--- src/rtl/smart_cargo_fila_n.sv ---
// Route-ordered stop queue for the SmartCargo elevator: each request becomes a
// pickup and a drop-off stop, each inserted where it fits along the planned route.
module smart_cargo_fila_n #(
   parameter int ANDAR_BITS = 2,
   parameter int TIPO_BITS  = 2,
   parameter int DEPTH      = 16,
   parameter int ADDR_BITS  = 4
) (
   input  logic                              clock,
   input  logic                              reset,
   input  logic                              clear,
   input  logic                              req_valid,
   output logic                              req_ready,
   input  logic [ANDAR_BITS-1:0]             req_origem,
   input  logic [ANDAR_BITS-1:0]             req_destino,
   input  logic [TIPO_BITS-1:0]              req_tipo,
   input  logic [ANDAR_BITS-1:0]             andar_atual,
   input  logic                              pop,
   output logic                              head_valid,
   output logic [ANDAR_BITS-1:0]             head_andar,
   output logic                              head_eh_origem,
   output logic [TIPO_BITS-1:0]              head_tipo,
   output logic [ADDR_BITS:0]                count,
   output logic                              busy,
   output logic                              erro,
   input  logic [ADDR_BITS-1:0]              dbg_addr,
   output logic [TIPO_BITS+ANDAR_BITS:0]     dbg_dados
);

   localparam int ENTRY_W = 1 + TIPO_BITS + ANDAR_BITS;
   localparam int CNT_W   = ADDR_BITS + 1;

   typedef enum logic [2:0] {
      IDLE,
      BUSCA_O,
      INSERE_O,
      BUSCA_D,
      INSERE_D
   } state_t;

   state_t                state, state_nx;
   logic [CNT_W-1:0]      k, k_nx;
   logic [CNT_W-1:0]      cnt;
   logic [ENTRY_W-1:0]    mem [DEPTH];
   logic [ANDAR_BITS-1:0] lat_o, lat_d;
   logic [TIPO_BITS-1:0]  lat_t;
   logic                  lat_up;
   logic                  pend;

   logic                  accept;
   logic                  pop_now;
   logic [ADDR_BITS-1:0]  k_idx;
   logic [ANDAR_BITS-1:0] stop_andar, prev_andar, nxt_andar;
   logic                  asc, desc, fit_o, fit_d, at_end;
   logic [ENTRY_W-1:0]    new_entry;

   assign busy      = (state != IDLE);
   assign req_ready = !busy && (cnt <= CNT_W'(DEPTH - 2));
   assign accept    = req_valid && req_ready && (req_origem != req_destino) && (req_tipo != '0);
   assign pop_now   = !busy && (pop || pend) && (cnt != '0);

   assign head_valid     = (cnt != '0);
   assign head_eh_origem = mem[0][ENTRY_W-1];
   assign head_tipo      = mem[0][ANDAR_BITS +: TIPO_BITS];
   assign head_andar     = mem[0][ANDAR_BITS-1:0];
   assign count          = cnt;
   assign dbg_dados      = ({1'b0, dbg_addr} < cnt) ? mem[dbg_addr] : '0;

   // Segment fit: the stop must lie strictly between the previous and next floors.
   assign k_idx      = k[ADDR_BITS-1:0];
   assign stop_andar = (state == BUSCA_O) ? lat_o : lat_d;
   assign prev_andar = (k == '0) ? andar_atual : mem[k_idx - 1'b1][ANDAR_BITS-1:0];
   assign nxt_andar  = mem[k_idx][ANDAR_BITS-1:0];
   assign asc        = (prev_andar < stop_andar) && (stop_andar < nxt_andar);
   assign desc       = (prev_andar > stop_andar) && (stop_andar > nxt_andar);
   assign fit_o      = (asc && lat_up) || (desc && !lat_up);
   assign fit_d      = asc || desc;
   assign at_end     = (k == cnt);
   assign new_entry  = (state == INSERE_O) ? {1'b1, lat_t, lat_o} : {1'b0, lat_t, lat_d};

   // NOTE: every combinational output gets a default first so no path can infer a latch.
   always_comb begin
      state_nx = state;
      k_nx     = k;
      case (state)
         IDLE: begin
            if (accept) begin
               state_nx = BUSCA_O;
               k_nx     = '0;
            end
         end
         BUSCA_O: begin
            if (fit_o || at_end) state_nx = INSERE_O;
            else                 k_nx     = k + 1'b1;
         end
         INSERE_O: begin
            state_nx = BUSCA_D;
            k_nx     = k + 1'b1;
         end
         BUSCA_D: begin
            if (fit_d || at_end) state_nx = INSERE_D;
            else                 k_nx     = k + 1'b1;
         end
         INSERE_D: state_nx = IDLE;
         default:  state_nx = IDLE;
      endcase
   end

   // NOTE: the storage array is reset too, because unused entries must read back as zero.
   always_ff @(posedge clock or posedge reset) begin
      if (reset) begin
         state  <= IDLE;
         k      <= '0;
         cnt    <= '0;
         lat_o  <= '0;
         lat_d  <= '0;
         lat_t  <= '0;
         lat_up <= 1'b0;
         pend   <= 1'b0;
         erro   <= 1'b0;
         for (int i = 0; i < DEPTH; i++) mem[i] <= '0;
      end else if (clear) begin
         state  <= IDLE;
         k      <= '0;
         cnt    <= '0;
         lat_o  <= '0;
         lat_d  <= '0;
         lat_t  <= '0;
         lat_up <= 1'b0;
         pend   <= 1'b0;
         erro   <= 1'b0;
         for (int i = 0; i < DEPTH; i++) mem[i] <= '0;
      end else begin
         // NOTE: sequential state uses non-blocking assignments so all registers update together.
         state <= state_nx;
         k     <= k_nx;
         erro  <= req_valid && !accept;

         if (accept) begin
            lat_o  <= req_origem;
            lat_d  <= req_destino;
            lat_t  <= req_tipo;
            lat_up <= (req_destino > req_origem);
         end

         if (busy) begin
            if (pop) pend <= 1'b1;
         end else begin
            pend <= 1'b0;
         end

         if (state == INSERE_O || state == INSERE_D) begin
            for (int i = DEPTH - 1; i > 0; i--) begin
               if (CNT_W'(i) > k && CNT_W'(i) <= cnt) mem[i] <= mem[i-1];
            end
            mem[k_idx] <= new_entry;
            cnt        <= cnt + 1'b1;
         end else if (pop_now) begin
            for (int i = 0; i < DEPTH - 1; i++) mem[i] <= mem[i+1];
            mem[DEPTH-1] <= '0;
            cnt          <= cnt - 1'b1;
         end
      end
   end

endmodule

--- config.mk ---
export PLATFORM = sky130hd
export DESIGN_NAME = smart_cargo_fila_n
export DESIGN_NICKNAME = d
export VERILOG_FILES = /design/src/rtl/smart_cargo_fila_n.sv
export SDC_FILE = /design/constraint.sdc
export NUM_CORES = 1
export LEC_CHECK = 0
export CORE_AREA = 2 2 154 156
export CTS_BUF_LIST = sky130_fd_sc_hd__clkbuf_16
export DETAILED_ROUTE_END_ITERATION = 10
export DIE_AREA = 0 0 156 158
export PLACE_DENSITY = 0.57
export SYNTH_ARGS = -nofsm -noshare
export SYNTH_HDL_FRONTEND = slang
export SYNTH_SLANG_ARGS = --single-unit
--- constraint.sdc ---
create_clock -name clock -period 4.3 [get_ports clock]
set_input_delay 0.43 -clock clock [delete_from_list [all_inputs] [get_ports clock]]
set_output_delay 0.43 -clock clock [all_outputs]
set_load 0.02 [all_outputs]
# Yosys cells after proc, flatten, opt, wreduce, memory -nomap -nowiden
# Cells that the tools add are included.
# word_totals
ff_bits	102
output_inout_bits	19
# classes
add_sub_neg	4
n_lt_le_gt_ge	41
eq_ne	12
muxes	89
bitwise	3
reduce_logical	46
# op_table
cell	n
5-bit 2-to-1 mux	57
80-bit 2-to-1 mux	3
80-bit bitwise mux	1
5-bit binary-select mux with 4-bit select	3
4-bit by 5-bit greater-than comparator with 1-bit output, first input constant	8
4-bit by 5-bit less-or-equal comparator with 1-bit output, first input constant	8
1-bit logical AND	27
2-bit 2-to-1 mux	12
5-bit demux with 4-bit select	1
3-bit by 5-bit greater-than comparator with 1-bit output, first input constant	4
3-bit by 5-bit less-or-equal comparator with 1-bit output, first input constant	4
5-bit one-hot mux with 4 select lines	1
5-bit greater-or-equal comparator, second input constant	3
3-bit != test, second input constant	5
4-bit NOT with 5-bit output	3
3-bit 2-to-1 mux	4
3-bit one-hot mux with 4 select lines	1
5-bit by 1-bit adder with 5-bit output, second input constant	2
2-bit by 5-bit greater-than comparator with 1-bit output, first input constant	2
2-bit by 5-bit less-or-equal comparator with 1-bit output, first input constant	2
5-bit nonzero test	2
3-bit by 2-bit equality test with 1-bit output, second input constant	2
2-bit greater-than comparator	3
1-bit logical OR	6
other kinds (21)	31

# Depth between registers and ports, before layout
# Gate-level depths: netlist of the first run.
# logic_depth
word_depth	14
depth_mapped	17

# Worst setup path after synthesis of the first run
# No wires, ideal clock.
# synth_path
path_type	register -> register
from	reg k[0]
to	reg k[2]
setup_ns	0.126
arrival_time_ns	4.092
required_ns	4.174
path_slack_ns	0.082
path_stages_with_launch	17
path_buffers	3
cell_sequence	dfrtp_1 -> buf_2 -> buf_2 -> inv_1 -> ha_1 -> buf_1 -> mux4_2 -> a211oi_1 -> a211oi_1 -> a21oi_1 -> ha_1 -> a22o_1 -> a221o_1 -> o211a_1 -> o21ai_0 -> a21oi_1 -> a221o_1
# synth_via
elab_chain_len	13
elab_cells_between_ends	32
classes_between	2 x add/sub; 4 x order compare; 3 x eq/ne; 11 x mux; 2 x bitwise; 10 x reduce/logical
# synth_rtl
item	line_no	source
start: declaration	42	logic [CNT_W-1:0] k, k_nx;
start signal: assignment	136	k <= k_nx;
4-bit by 1-bit subtractor with 4-bit output	72	assign prev_andar = (k == '0) ? andar_atual : mem[k_idx - 1'b1][ANDAR_BITS-1:0];
4-bit NOT with 5-bit output (not written as such)	72	
5-bit binary-select mux with 4-bit select	72	
2-bit 2-to-1 mux (not written as such) (2 in a row)	72	
2-bit 2-to-1 mux	72	
2-bit < comparator or 2-bit greater-than comparator (tied branches)	74, 75	
1-bit logical AND (on tied branches)	74, 75	
1-bit logical AND	76	assign fit_o = (asc && lat_up) || (desc && !lat_up);
1-bit logical OR	76	
1-bit logical OR	93	if (fit_o || at_end) state_nx = INSERE_O;
3-bit != test (no line)	--	
4-bit AND reduction (no line)	--	
# Parallel ways exist; a longest one is shown, timed or not. The select of a mux whose other input is x is not followed.
# A chain may end at the register's enable or synchronous reset.

# Final worst setup path of the first run
# Same ends and word-level chain as after synthesis.

==> flow_summary_export.csv, run 1 <==
group,metric,value,unit
status,outcome,"finished clean",
timing,worst_slack,375,ps
synthesis,syn_inst,835,
synthesis,synth_most_common_cell,"dfrtp_1",
setup_path,path_cells,"inv_1 -> ha_1 -> mux4_2 -> a211oi_1 -> a211oi_1 -> a21oi_1 -> ha_1 -> a22o_1 -> a221o_1 -> o211a_1 -> o21ai_0 -> a21oi_1 -> a221o_1",
drt,via_per_inst,6.39,
clock_network,clk_pin_slew,70,ps
floorplanning,core,23100,um^2
clock_network,h-tree-depth,3,
clock_network,cts_resized,0,
grt,grt.overflow.total,0,
cells_and_area,drive_above_1_share,0.149,
drt,routed_wl,26100,um
timing,whs,517,ps
drt,post_drt_wl_per_cell,23.5,um
grt,grt_max_degree,88,
setup_path,cp_top_family,"compound AO/OA/AOI/OAI gates",
timing,rsz0062_at_grt,"false",
placed_design,gp_routability_congestion,0.894,
synthesis,synthFlopType,"dfrtp_1",
floorplanning,fp.dieH,158,um
floorplanning,initial_core_util,0.343,
synthesis,synth_top_area_share,0.323,
flow_run,cap_violations,0,
timing,min_period,3930,ps
drt,drtIter0Drc,750,
synthesis,ys_seq_area_frac,0.323,
setup_path,worstPathRequired,4540,ps
hold_path,whs_path_depth,2,
synthesis,synth_seq_cells,102,
timing,fin_skew,14.8,ps
grt,grt_pass1_vias,6708,
floorplanning,dieWidth,156,um
hold_path,min_path_type,"reg2reg",
timing,setup_tns,0,ps
setup_path,r2r_cells,13,
timing,hold_viol_final,0,
pwr,p_per_area,578,nW/um^2
drt,dr.pass1.iters,5,
setup_path,r2r_slack,370,ps
clock_network,cts_hold_buf,0,
synthesis,synth_nets,871,
cells_and_area,final_nets,850,
placed_design,place_ws,379,ps
synthesis,syn_area_per_cell,9.48,um^2
synthesis,ys_warn_count,0,
synthesis,synthArstFlopShare,1.00,
drt,vias,7086,
floorplanning,num_rows,56,
synthesis,synth.area.top_cells,"dfrtp_1, mux4_2, a221oi_1, nor2_1, nand2_1",
setup_path,cp-end-kind,"flip-flop",
floorplanning,pin_count,36,
placed_design,port_buffers,35,
timing,setup_viol_count_final,0,
setup_path,crit_cells,13,
placed_design,placed_cell_area,8380,um^2
setup_path,worstSetupPathType,"reg2reg",
setup_path,cp_slowest_stage_delay,550,ps
clock_network,post_cts_buffers,0,
clock_network,cts_tree,"built",
pwr,vdd_ir_drop_max,0.207,mV
clock_network,clock_latency,370,ps
setup_path,cp.arrival,4170,ps
synthesis,synthTopCellsByCount,"dfrtp_1, nor2_1, nand2_1, a221oi_1, mux4_2",
placed_design,hpwl,18200,um
clock_network,clock_sinks,102,
setup_path,slowest_stage,"ha_1",
clock_network,numCtsBuffers,9,
clock_network,root_buffer,"clkbuf_16",
drt,drc,0,
clock_network,cts.path.max_buffers,2,
synthesis,syn-cell-area,7910,um^2
synthesis,synth_largest_area_cell,"dfrtp_1",
setup_path,cp_max_fo,9,
timing,slew_violations,0,
synthesis,synth_edf_count,0,
setup_path,crit_buf_inv,1,
cells_and_area,final_cell_area,8690,um^2
grt,grt_pass1_wl,40700,um
timing,max_clock_freq,0.255,GHz
pwr,leakage,3.48,nW
floorplanning,fp.dieArea,24600,um^2
timing,timing_worst_slew_pin_value,1160,ps
cells_and_area,num_antenna_cells,0,
timing,max_slew_margin,0.216,
synthesis,synth_cell_types,67,
grt,grt_use_total,0.215,
cells_and_area,area_growth,9.75,%
setup_path,cp-start-kind,"flip-flop",
drt,ant_nets,0,
grt,antenna_found_initial,0,
timing,finalCritPeriodShare,0.913,
[final timing paths]
kind | start | end
hold reg to reg | mem[2] | mem[2]
max in group asynchronous | reset | mem[68]
hold / removal | mem[2] | mem[2]
setup reg to reg | k[0] | k[2]
min in group asynchronous | reset | mem[16]
setup / recovery | k[0] | k[2]
[kinds of logic after synthesis]
family | Yosys count | synth area share
multiplexers | 65 | 0.152
AND/OR/NAND/NOR | 271 | 0.156
flip-flops | 102 | 0.323
adder cells (fa/ha/maj) | 19 | 0.0300
AO/OA/AOI/OAI | 265 | 0.270
XOR/XNOR | 12 | 0.0133
buffers and inverters | 101 | 0.0564
[stage by stage]
step / instances / total power, mW / utilization
finish: 1109 / 5.02 / 0.377
global route: 1109 / 5.31 / 0.377
CTS: 1109 / 4.99 / 0.377
detailed placement: 1093 / 4.11 / 0.363
global placement: 1093 / 4.09 / 0.363
floorplan: 835 / 3.32 / -
[routing by layer]
layer	routed length, um	global-route usage
met5	0	0
met4	709	0.0721
met3	1940	0.0370
met2	11700	0.327
met1	11800	0.308
[worst reg2reg max path, cell delays in order (launching register included)]
cell	delay [ps]
dfrtp_1	340
inv_1	130
ha_1	550
mux4_2	550
a211oi_1	280
a211oi_1	100
a21oi_1	150
ha_1	240
a22o_1	200
a221o_1	270
o211a_1	160
o21ai_0	340
a21oi_1	160
a221o_1	330
[where the power goes]
| part | internal, mW | switching, mW | leakage [nW] |
|---|---|---|---|
| clock | 0.461 | 0.416 | 0.148 |
| sequential | 1.15 | 0.370 | 1.41 |
| combinational | 0.982 | 1.64 | 1.92 |
| total | 2.59 | 2.43 | 3.48 |
[cells in the final DEF, fill, tap and decap left out, types with 4 or more instances in the layout]
master,instances
a21oi_1,32
and2_1,10
xnor2_1,10
clkdlybuf4s50_1,34
a2111oi_0,4
o211ai_1,7
clkinv_4,4
inv_1,16
buf_4,17
and3_1,6
a22o_1,18
a32oi_1,5
o41ai_2,9
a221o_1,7
nor3_1,17
dfrtp_1,102
o2bb2ai_1,15
a211oi_1,4
o41ai_1,13
nor2b_1,11
a221oi_1,52
nand2b_1,7
clkbuf_16,9
nand2_1,86
mux4_2,43
nor2_1,95
mux2_2,11
o31ai_2,5
a31oi_1,10
ha_1,19
mux2i_1,11
or3_1,4
a21o_1,6
nand3_1,15
a22oi_1,8
o21ai_0,34
o31ai_1,6
[sequential cells by signal (all words and copies together) (netlist names), 3 cells and up]
signal  cells
count       5
k           5
mem        75
state       3
[final cells by class]
cell class | count | area (um^2)
well taps | 290 | 363
fillers | 2286 | 14400
inverters | 17 | 66.3
clock inverters | 7 | 83.8
repair buffers | 52 | 473
flip-flops and latches | 102 | 2550
multi-input cells | 632 | 4920
clock buffers | 9 | 225
(Power assumes the default switching activity.)
==> run 2: changes to the inputs <==
--- a/config.mk
+++ b/config.mk
@@ -10,6 +10,7 @@
 export DETAILED_ROUTE_END_ITERATION = 10
 export DIE_AREA = 0 0 156 158
 export PLACE_DENSITY = 0.57
+export SLEW_MARGIN = 5
 export SYNTH_ARGS = -nofsm -noshare
 export SYNTH_HDL_FRONTEND = slang
 export SYNTH_SLANG_ARGS = --single-unit
==> results of run 2 <==
Final layout, timing and power as in run 1 (identical DEF).
==> run 3: changes to the inputs <==
--- a/config.mk
+++ b/config.mk
@@ -10,7 +10,6 @@
 export DETAILED_ROUTE_END_ITERATION = 10
 export DIE_AREA = 0 0 156 158
 export PLACE_DENSITY = 0.57
-export SLEW_MARGIN = 5
 export SYNTH_ARGS = -nofsm -noshare
 export SYNTH_HDL_FRONTEND = slang
 export SYNTH_SLANG_ARGS = --single-unit
==> results of run 3 <==
Final layout, timing and power as in run 1 (identical DEF).
